### src/rtl/instr_mem_loader_if.sv
// Byte-stream in / instruction-memory write port bundle for instr_mem_loader.
// slave  : the loader (consumes bytes, drives the memory write port)
// master : the host byte source plus the instruction memory
//
// Handshake: a byte is transferred on every rising clk edge where in_valid
// and in_ready are both 1. The source keeps in_data stable while in_valid=1,
// and in_ready never depends on in_valid. mem_we is a one-cycle pulse with
// no backpressure; mem_addr/mem_wd are valid whenever mem_we=1.
interface instr_mem_loader_if;
  logic        in_valid;
  logic [7:0]  in_data;
  logic        in_ready;
  logic        mem_we;
  logic [31:0] mem_addr;
  logic [31:0] mem_wd;

  modport master (
    output in_valid, in_data,
    input  in_ready, mem_we, mem_addr, mem_wd
  );

  modport slave (
    input  in_valid, in_data,
    output in_ready, mem_we, mem_addr, mem_wd
  );
endinterface

### src/rtl/instr_mem_loader.sv
// instr_mem_loader: receives a framed little-endian byte image (word count N,
// then N words), writes each 32-bit word to instruction memory at
// BASE_ADDR + 4*index and holds the core in reset until the image is in.
// Optional feature macro: LOADER_CHECKSUM_EN adds a trailing XOR checksum
// byte checked in a CHK state before the core is released.
module instr_mem_loader #(
  parameter int unsigned ADDR_W    = 10,
  parameter logic [31:0] BASE_ADDR = 32'h0000_0000
) (
  input  logic                clk,
  input  logic                rst,
  input  logic                start,
  instr_mem_loader_if.slave   bus,
  output logic                core_rst,
  output logic                done,
  output logic                err,
  output logic [2:0]          dbg_state
);

  localparam logic [31:0]     MAX_WORDS = 32'd1 << ADDR_W;
  localparam logic [ADDR_W:0] IDX_ONE   = {{ADDR_W{1'b0}}, 1'b1};

  typedef enum logic [2:0] {
    S_HDR  = 3'd0,
    S_LOAD = 3'd1,
    S_CHK  = 3'd2,
    S_DONE = 3'd3,
    S_ERR  = 3'd4
  } state_t;

`ifdef LOADER_CHECKSUM_EN
  localparam state_t S_AFTER_LOAD = S_CHK;
`else
  localparam state_t S_AFTER_LOAD = S_DONE;
`endif

  state_t          state;
  state_t          state_next;
  logic [1:0]      byte_cnt;
  logic [23:0]     asm_reg;      // bytes 0..2 of the word/header being built
  logic [31:0]     asm_next;     // full value once the current byte lands
  logic [ADDR_W:0] word_count;
  logic [ADDR_W:0] word_idx;
  logic [ADDR_W:0] last_idx;
  logic [31:0]     word_byte_off;
  logic            mem_we_r;
  logic [31:0]     mem_addr_r;
  logic [31:0]     mem_wd_r;
  logic            in_ready_c;
  logic            take;
  logic            restart;
  logic            last_byte;
`ifdef LOADER_CHECKSUM_EN
  logic [7:0]      chk_acc;
`endif

  // New bytes enter at the top so byte k ends up in bits 8k+7:8k.
  assign asm_next      = {bus.in_data, asm_reg};
  assign last_idx      = word_count - IDX_ONE;
  assign word_byte_off = 32'(word_idx) << 2;
  assign last_byte     = (byte_cnt == 2'd3);
  assign in_ready_c    = !rst && (state == S_HDR || state == S_LOAD || state == S_CHK);
  assign take          = bus.in_valid && in_ready_c;
  assign restart       = start && (state == S_DONE || state == S_ERR);

  assign bus.in_ready  = in_ready_c;
  assign bus.mem_we    = mem_we_r;
  assign bus.mem_addr  = mem_addr_r;
  assign bus.mem_wd    = mem_wd_r;
  // The final word's write pulse lands in the first DONE cycle, so the core
  // is released only once that pulse is over.
  assign done          = (state == S_DONE) && !mem_we_r;
  assign core_rst      = !done;
  assign err           = (state == S_ERR);
  assign dbg_state     = state;

  // State register.
  always_ff @(posedge clk or posedge rst) begin
    if (rst) state <= S_HDR;
    else     state <= state_next;
  end

  // Next-state decode: header validation, end of payload, checksum, restart.
  always_comb begin
    state_next = state;
    case (state)
      S_HDR: begin
        if (take && last_byte) begin
          if (asm_next == 32'd0 || asm_next > MAX_WORDS) state_next = S_ERR;
          else                                           state_next = S_LOAD;
        end
      end
      S_LOAD: begin
        if (take && last_byte && word_idx == last_idx) state_next = S_AFTER_LOAD;
      end
`ifdef LOADER_CHECKSUM_EN
      S_CHK: begin
        if (take) state_next = (bus.in_data == chk_acc) ? S_DONE : S_ERR;
      end
`endif
      S_DONE, S_ERR: begin
        if (start) state_next = S_HDR;
      end
      default: state_next = S_ERR;
    endcase
  end

  // Datapath: byte assembly, word counters, memory write pulse, checksum.
  always_ff @(posedge clk or posedge rst) begin
    if (rst) begin
      byte_cnt   <= 2'd0;
      asm_reg    <= 24'd0;
      word_count <= '0;
      word_idx   <= '0;
      mem_we_r   <= 1'b0;
      mem_addr_r <= 32'd0;
      mem_wd_r   <= 32'd0;
`ifdef LOADER_CHECKSUM_EN
      chk_acc    <= 8'd0;
`endif
    end else begin
      mem_we_r <= 1'b0;
      if (restart) begin
        byte_cnt   <= 2'd0;
        asm_reg    <= 24'd0;
        word_count <= '0;
        word_idx   <= '0;
`ifdef LOADER_CHECKSUM_EN
        chk_acc    <= 8'd0;
`endif
      end else if (take && (state == S_HDR || state == S_LOAD)) begin
        asm_reg  <= asm_next[31:8];
        byte_cnt <= byte_cnt + 2'd1;
`ifdef LOADER_CHECKSUM_EN
        chk_acc  <= chk_acc ^ bus.in_data;
`endif
        if (last_byte) begin
          if (state == S_HDR) begin
            // Only meaningful when the header is accepted (N <= MAX_WORDS).
            word_count <= asm_next[ADDR_W:0];
            word_idx   <= '0;
          end else begin
            mem_we_r   <= 1'b1;
            mem_wd_r   <= asm_next;
            mem_addr_r <= BASE_ADDR + word_byte_off;
            word_idx   <= word_idx + IDX_ONE;
          end
        end
      end
    end
  end

endmodule

### src/flat_wrapper.sv
// flat-port wrapper written by rule: the top's interface ports become plain ports
module instr_mem_loader_flat 
#(
  parameter int unsigned ADDR_W    = 10,
  parameter logic [31:0] BASE_ADDR = 32'h0000_0000
)
  (clk, rst, start, core_rst, done, err, dbg_state, bus_in_valid, bus_in_data, bus_in_ready, bus_mem_we, bus_mem_addr, bus_mem_wd);
  instr_mem_loader_if bus_i ();
  input  logic clk;
  input  logic rst;
  input  logic start;
  output logic core_rst;
  output logic done;
  output logic err;
  output logic [2:0] dbg_state;
  input wire logic [$bits(bus_i.in_valid)-1:0] bus_in_valid;
  input wire logic [$bits(bus_i.in_data)-1:0] bus_in_data;
  output wire logic [$bits(bus_i.in_ready)-1:0] bus_in_ready;
  output wire logic [$bits(bus_i.mem_we)-1:0] bus_mem_we;
  output wire logic [$bits(bus_i.mem_addr)-1:0] bus_mem_addr;
  output wire logic [$bits(bus_i.mem_wd)-1:0] bus_mem_wd;
  assign bus_i.in_valid = bus_in_valid;
  assign bus_i.in_data = bus_in_data;
  assign bus_in_ready = bus_i.in_ready;
  assign bus_mem_we = bus_i.mem_we;
  assign bus_mem_addr = bus_i.mem_addr;
  assign bus_mem_wd = bus_i.mem_wd;
  instr_mem_loader #(.ADDR_W(ADDR_W), .BASE_ADDR(BASE_ADDR)) u_core (.clk(clk), .rst(rst), .start(start), .bus(bus_i), .core_rst(core_rst), .done(done), .err(err), .dbg_state(dbg_state));
endmodule
### config.mk
export PLATFORM = sky130hd
export DESIGN_NAME = instr_mem_loader_flat
export DESIGN_NICKNAME = d
export VERILOG_FILES = /design/src/rtl/instr_mem_loader_if.sv /design/src/rtl/instr_mem_loader.sv /design/src/flat_wrapper.sv
export SDC_FILE = /design/constraint.sdc
export NUM_CORES = 1
export LEC_CHECK = 0
export BUFFER_PORTS_ARGS = -buffer_cell sky130_fd_sc_hd__buf_2
export CAP_MARGIN = 30
export CORE_ASPECT_RATIO = 1.1
export CORE_MARGIN = 2
export CORE_UTILIZATION = 56
export CTS_CLUSTER_SIZE = 8
export DETAILED_ROUTE_END_ITERATION = 6
export PLACE_DENSITY = 0.76
export SYNTH_ARGS = -nofsm -noshare
export SYNTH_HDL_FRONTEND = slang
export SYNTH_SLANG_ARGS = --single-unit
### constraint.sdc
create_clock -name clk -period 4.06 [get_ports clk]
set_input_delay 0.406 -clock clk [delete_from_list [all_inputs] [get_ports clk]]
set_output_delay 0.406 -clock clk [all_outputs]
set_load 0.05 [all_outputs]
### Word-level counts from Yosys, hierarchy flattened

Cells that the tools add are included.

| cells by class | value |
|---|---|
| add/sub/neg operators | 3 |
| $lt $le $gt $ge | 1 |
| eq/ne operators | 9 |
| multiplexer cells | 21 |
| bitwise operators | 2 |
| reduce and logical (&&, ||, !) cells | 24 |

Operators by type and width:

| kind | count |
|---|---|
| $mux 11 | 8 |
| $mux 24 | 2 |
| $gt 32x11->1 const B | 1 |
| $logic_not 32->1 | 1 |
| $mux 3 | 4 |
| $add 11x1->11 const B | 1 |
| $eq 11x11->1 | 1 |
| $sub 11x1->11 const B | 1 |
| $pmux 3 s3 | 1 |
| $logic_and 1x1->1 | 7 |
| $eq 3x2->1 const B | 2 |
| $reduce_and 3->1 | 2 |
| $reduce_bool 2->1 | 3 |
| $logic_or 1x1->1 | 4 |
| $mux 1 | 4 |
| $mux 2 | 2 |
| $ne 2x1->1 const B | 2 |
| $reduce_and 4->1 | 1 |
| $eq 3x1->1 const B | 1 |
| $eq 3x3->1 const B | 1 |
| $logic_not 1->1 | 3 |
| $logic_not 3->1 | 1 |
| $add 2x1->2 const B | 1 |
| $eq 2x2->1 const B | 1 |
| other kinds (4) | 5 |

| word-level totals | value |
|---|---|
| bits in registers | 95 |
| input bits | 12 |
| output and inout bits | 72 |
| logic and storage cells | 68 |

### Depth between registers and ports, before layout

| logic depth | value |
|---|---|
| depth after elaboration | 9 |
| mapped depth | 8 |
| gate-level depth less buffers | 7 |

### Worst setup path before layout

No wires, ideal clock.

| path | value |
|---|---|
| kind | reg-to-reg |
| from | register u_core.state[2] (netlist: u_core.dbg_state[2]) |
| to | register u_core.word_idx[6] |
| library setup time | 132 ps |
| arrival time | 2,982 ps |
| path slack | 946 ps |
| stages on the path, launching flop included | 9 |
| buffers on the path | 3 |
| clock period less this slack | 3,114 ps |
| cells stage by stage | dfrtp_1 > clkbuf_2 > nor3b_1 > o21a_1 > buf_2 > nor2_1 > clkbuf_1 > o21ai_0 > o41ai_1 |

| on the way | value |
|---|---|
| elaborated cells between the ends (all ways) | 19 |
| those cells by class | eq/ne (4); mux (4); reduce/logical (11) |

RTL lines:

| element | RTL line | RTL |
|---|---|---|
| from (decl) | instr_mem_loader.sv:37 | `state_t state;` |
| from (signal assigned) | instr_mem_loader.sv:80 | `else state <= state_next;` |
| $eq 3x3->1 * | n/a |  |
| net err | flat_wrapper.sv:14 | `output logic err;` |
| $logic_or 1x1->1 * | instr_mem_loader.sv:64 | `assign restart = start && (state == S_DONE \|\| state == S_ERR);` |
| $logic_and 1x1->1 * | instr_mem_loader.sv:64 |  |
| $reduce_bool 2->1 (no source line) | n/a |  |
| $reduce_and 2->1 (no source line) | n/a |  |
| to (signal assigned) | instr_mem_loader.sv:146 | `word_idx <= word_idx + IDX_ONE;` |
| to (decl) | instr_mem_loader.sv:43 | `logic [ADDR_W:0] word_idx;` |

Mark *: on every way through the listed nets, which the timed path passes. The rest lies on a longest branch. The select of a mux whose other input is x is not followed.
A chain may end at the register's enable or synchronous reset.

### Worst setup path in the final report

| path | value |
|---|---|
| from | register u_core.state[2] (netlist: u_core.dbg_state[2]) |
| to | register u_core.word_idx[9] |

| on the way | value |
|---|---|
| word-level cells in the longest chain between the ends | 8 |
| elaborated cells between the ends (all ways) | 19 |
| those cells by class | eq/ne (4); mux (4); reduce/logical (11) |

Ends and longest elaborated chain:

| element | RTL line | RTL |
|---|---|---|
| $eq 3x1->1 or $logic_not 3->1 (tied branches) | instr_mem_loader.sv:62, instr_mem_loader.sv:131, instr_mem_loader.sv:138 |  |
| $logic_or 1x1->1 | instr_mem_loader.sv:62, instr_mem_loader.sv:131 |  |
| $logic_or 1x1->1 | instr_mem_loader.sv:62 | `assign in_ready_c = !rst && (state == S_HDR \|\| state == S_LOAD \|\| state == S_CHK);` |
| $logic_and 1x1->1 | instr_mem_loader.sv:62 |  |
| $logic_and 1x1->1 | instr_mem_loader.sv:63 | `assign take = bus.in_valid && in_ready_c;` |
| $logic_and 1x1->1 | instr_mem_loader.sv:131 | `end else if (take && (state == S_HDR \|\| state == S_LOAD)) begin` |
| $reduce_bool 2->1 (no source line) | n/a |  |
| $reduce_and 2->1 (no source line) | n/a |  |

Several ways; a longest one is shown, not always the timed one. The select of a mux whose other input is x is not followed.

==> flow_metrics.py <==
metrics = {
    "pwr": {
        "leakage_nw": 2.66,
        "vdd_drop_max_mv": 0.284,
        "p_per_area_nw_per_um2": 510,
    },
    "setup_path": {
        "max_stage_delay_ns": 0.81,
        "timing_worst_setup_path_type": "reg -> reg",
        "crit_path_end": "u_core.word_idx[9]",
        "timing.rr.end": "u_core.word_idx[9]",
        "cp_cell_sequence": "nor3b_1, o21a_1, nor2_1, o21ai_0, o21ai_0",
        "path_max_fanout": 28,
        "critPathRequiredTime_ns": 4.31,
        "end_kind": "register",
        "cp-start-kind": "register",
        "critPathSlowestCell": "o21a_1",
        "cp_common_cell": "o21ai_0",
        "critPathLaunch": "u_core.dbg_state[2]",
        "r2r_setup_slack_ns": 1.42,
        "reg2reg_from": "u_core.dbg_state[2]",
        "reg2regPathDepth": 5,
        "cp_data_arrival_time_ns": 2.89,
    },
    "clock_network": {
        "cts_tree": "done",
        "clockBufferDepth": 2,
        "cts_root_buf": "clkbuf_8",
        "clk_latency_ns": 0.37,
        "postCtsSetupBuffers": 0,
        "cts_sinks": 95,
        "post_cts_resized": 0,
        "cts_hold_buf": 0,
        "htree_levels": 3,
        "clkTransAtPathRegs_ns": 0.10,
        "numCtsBuffers": 9,
    },
    "sta": {
        "fmax_ghz": 0.378,
        "min_period_ns": 2.64,
        "finalHoldViolCount": 0,
        "tns_ns": 0,
        "period_share_pct": 65.1,
        "setup_violations": 0,
        "rsz0062_at_grt": "false",
        "slew_headroom_pct": 31.5,
        "slew_violations": 0,
        "fin_ws_ns": 1.42,
        "clock_skew_ns": 0.0108,
        "worst_slew_pin_slew_ns": 1.02,
    },
    "yosys": {
        "synth_seq_cells": 95,
        "synth-xor-area-share_pct": 2.50,
        "ys.flop_type": "dfrtp_1",
        "synth_area_per_cell_um2": 8.55,
        "synthMuxAreaShare_pct": 0.220,
        "ys_warn_count": 0,
        "synth-simple-area-share_pct": 25.8,
        "synth_compound_area_share_pct": 11.1,
        "synth_top_family_by_area": "simple AND/OR/NAND/NOR gates",
        "synthCells": 532,
        "yosysUniqueCellTypes": 56,
        "synth_fa_ha_area_share_pct": 0.825,
        "async_reset_ff_share_pct": 100,
        "synth_edf_count": 0,
        "yosysSeqAreaShare_pct": 52.3,
        "syn_area_um2": 4550,
    },
    "global_route": {
        "first_global_vias": 3565,
        "antenna_found_initial": 0,
        "track_usage_pct": 24.0,
        "grt-ovfl-total": 0,
        "grt_pass1_wl_um": 17100,
        "grt_max_degree": 51,
    },
    "layout": {
        "largest_reg_flops": 32,
        "final_util_pct": 63.4,
        "drive_gt1_share_pct": 15.4,
        "layout.nets": 594,
        "antenna_cells": 0,
        "fin_area_um2": 5020,
        "syn_to_final_growth_pct": 10.4,
    },
    "drt": {
        "wl_per_cell_um": 14.9,
        "drtAntennaViolNets": 0,
        "num_vias": 3801,
        "drc_errors": 0,
        "vias_per_cell": 5.49,
        "drt-initial-drc-count": 263,
        "firstDrtPassIters": 4,
        "wl_um": 10300,
    },
    "floorplanning": {
        "rows": 34,
        "die_area_um2": 8860,
        "chipWidth_um": 89.9,
        "boundaryPins": 84,
        "die_h_um": 98.5,
        "start_util_pct": 57.5,
        "core_um2": 7910,
    },
    "place": {
        "port_buffers": 62,
        "gp_congestion": 0.880,
        "placed_cell_area_um2": 4810,
        "dp_hpwl_um": 7210,
        "pre_cts_ws_ns": 1.27,
    },
    "hold_path": {
        "hold_class": "in -> async",
    },
    "status": {
        "status": "complete, no violations",
    },
    "run": {
        "max_cap_viol_count": 0,
    },
}
-- power by group --
part           internal [mW]  total, mW  leakage, nW  switching, mW
logic                  0.259      0.658         1.28          0.398
clock network          0.289      0.634       0.0944          0.345
registers               1.08       1.27         1.29          0.186
-- cell type report --
type / instances / area, um^2
fill: 687 / 2890
sequential: 95 / 2380
multi-input combinational: 395 / 1920
timing repair buffer: 68 / 355
tap: 108 / 135
clock buffer: 10 / 128
clock inverter: 6 / 70.1
inverter: 10 / 38.8
-- cell usage in the layout (no fill, tap or decap), types with 2 or more instances in the layout --
master,netlist,final
ha_1,3,3
a211oi_1,2,2
clkinvlp_4,0,2
xor2_1,6,6
or4_1,2,2
nand3_1,6,6
o211ai_1,2,2
buf_4,21,6
nand4_1,5,5
dfrtp_1,95,95
and3_1,3,3
nor4_1,7,7
inv_1,9,8
nor3_1,6,6
o31ai_1,3,3
and4_1,2,2
and2_1,2,2
a31oi_1,5,5
clkinv_2,0,2
nand4b_1,2,2
nand2b_1,4,4
nor2_1,12,12
conb_1,1,21
buf_2,2,62
o21ai_0,30,30
a22o_1,2,2
xnor2_1,7,7
clkbuf_8,0,9
nand2_1,213,213
a21oi_1,26,26
-- how the worst min path moves through the flow --
stage | from | to | slack [ns] | cells past startpoint
6_report | rst | u_core.bus.mem_wd[5] | 0.09 | 2
3_5_place_dp | u_core.bus.mem_addr[2] | u_core.bus.mem_addr[2] | 0.46 | 2
5_1_grt | rst | u_core.asm_reg[17] | 0.12 | 2
4_1_cts | rst | u_core.bus.mem_wd[9] | 0.09 | 2
2_1_floorplan | u_core.word_count[10] | u_core.word_count[10] | 0.47 | 2
3_3_place_gp | u_core.bus.mem_wd[24] | u_core.bus.mem_wd[24] | 0.45 | 2
-- worst max-delay path, delay by kind of cell (launching register included) --
kind | cells | cell delay [ns]
and+or+nand+nor | 2 | 0.77
AOI/OAI and AO/OA | 3 | 1.17
DFF | 1 | 0.57
-- stage by stage --
stage / hold slack [ns] / cells / total power, mW
2_1_floorplan: 0.469 / 552 / 1.79
3_3_place_gp: 0.452 / 675 / 1.90
3_5_place_dp: 0.457 / 675 / 1.93
4_1_cts: 0.0942 / 691 / 2.55
5_1_grt: 0.118 / 692 / 2.71
6_report: 0.0943 / 692 / 2.56
-- cell families (layout without fill, tap and decap cells) --
kind of cell    after synthesis  count (layout)
other cells                   1              21
simple gates                273             273
compound gates               84              84
fa+ha+maj                     3               3
xor+xnor                     13              13
flops                        95              95
buf+inv                      62              94
mux                           1               1
-- cell usage after synthesis, drive strengths merged (2+ instances only) --
| cell type | instances | area, um^2 |
|---|---|---|
| nand2 | 213 | 800 |
| nand4b | 2 | 17.5 |
| nor4b | 2 | 32.5 |
| and4 | 2 | 17.5 |
| nor4 | 7 | 43.8 |
| a22o | 2 | 17.5 |
| nand4 | 5 | 31.3 |
| ha | 3 | 37.5 |
| o31ai | 3 | 22.5 |
| o211ai | 2 | 15.0 |
| a21oi | 26 | 130 |
| or4 | 2 | 15.0 |
| xor2 | 6 | 52.6 |
| nor3 | 6 | 30.0 |
| dfrtp | 95 | 2380 |
| clkbuf | 25 | 95.1 |
| nand2b | 4 | 25.0 |
| and2 | 2 | 12.5 |
| a31oi | 5 | 31.3 |
| and3 | 3 | 18.8 |
| nand3 | 6 | 30.0 |
| or3 | 2 | 17.5 |
| nor2 | 13 | 51.3 |
| buf | 27 | 198 |
| inv | 10 | 37.5 |
| o21ai | 32 | 164 |
| a211oi | 2 | 15.0 |
| xnor2 | 7 | 61.3 |
-- routing by layer --
layer,track usage (%),routed length (um),vias to the layer above
met5,0,0,-
met4,10.1,275,0
met3,4.59,537,28
met2,38.3,4950,127
met1,32.7,4530,1839
li1,-,-,1807
Note: power is estimated with default switching activity, not from simulation.
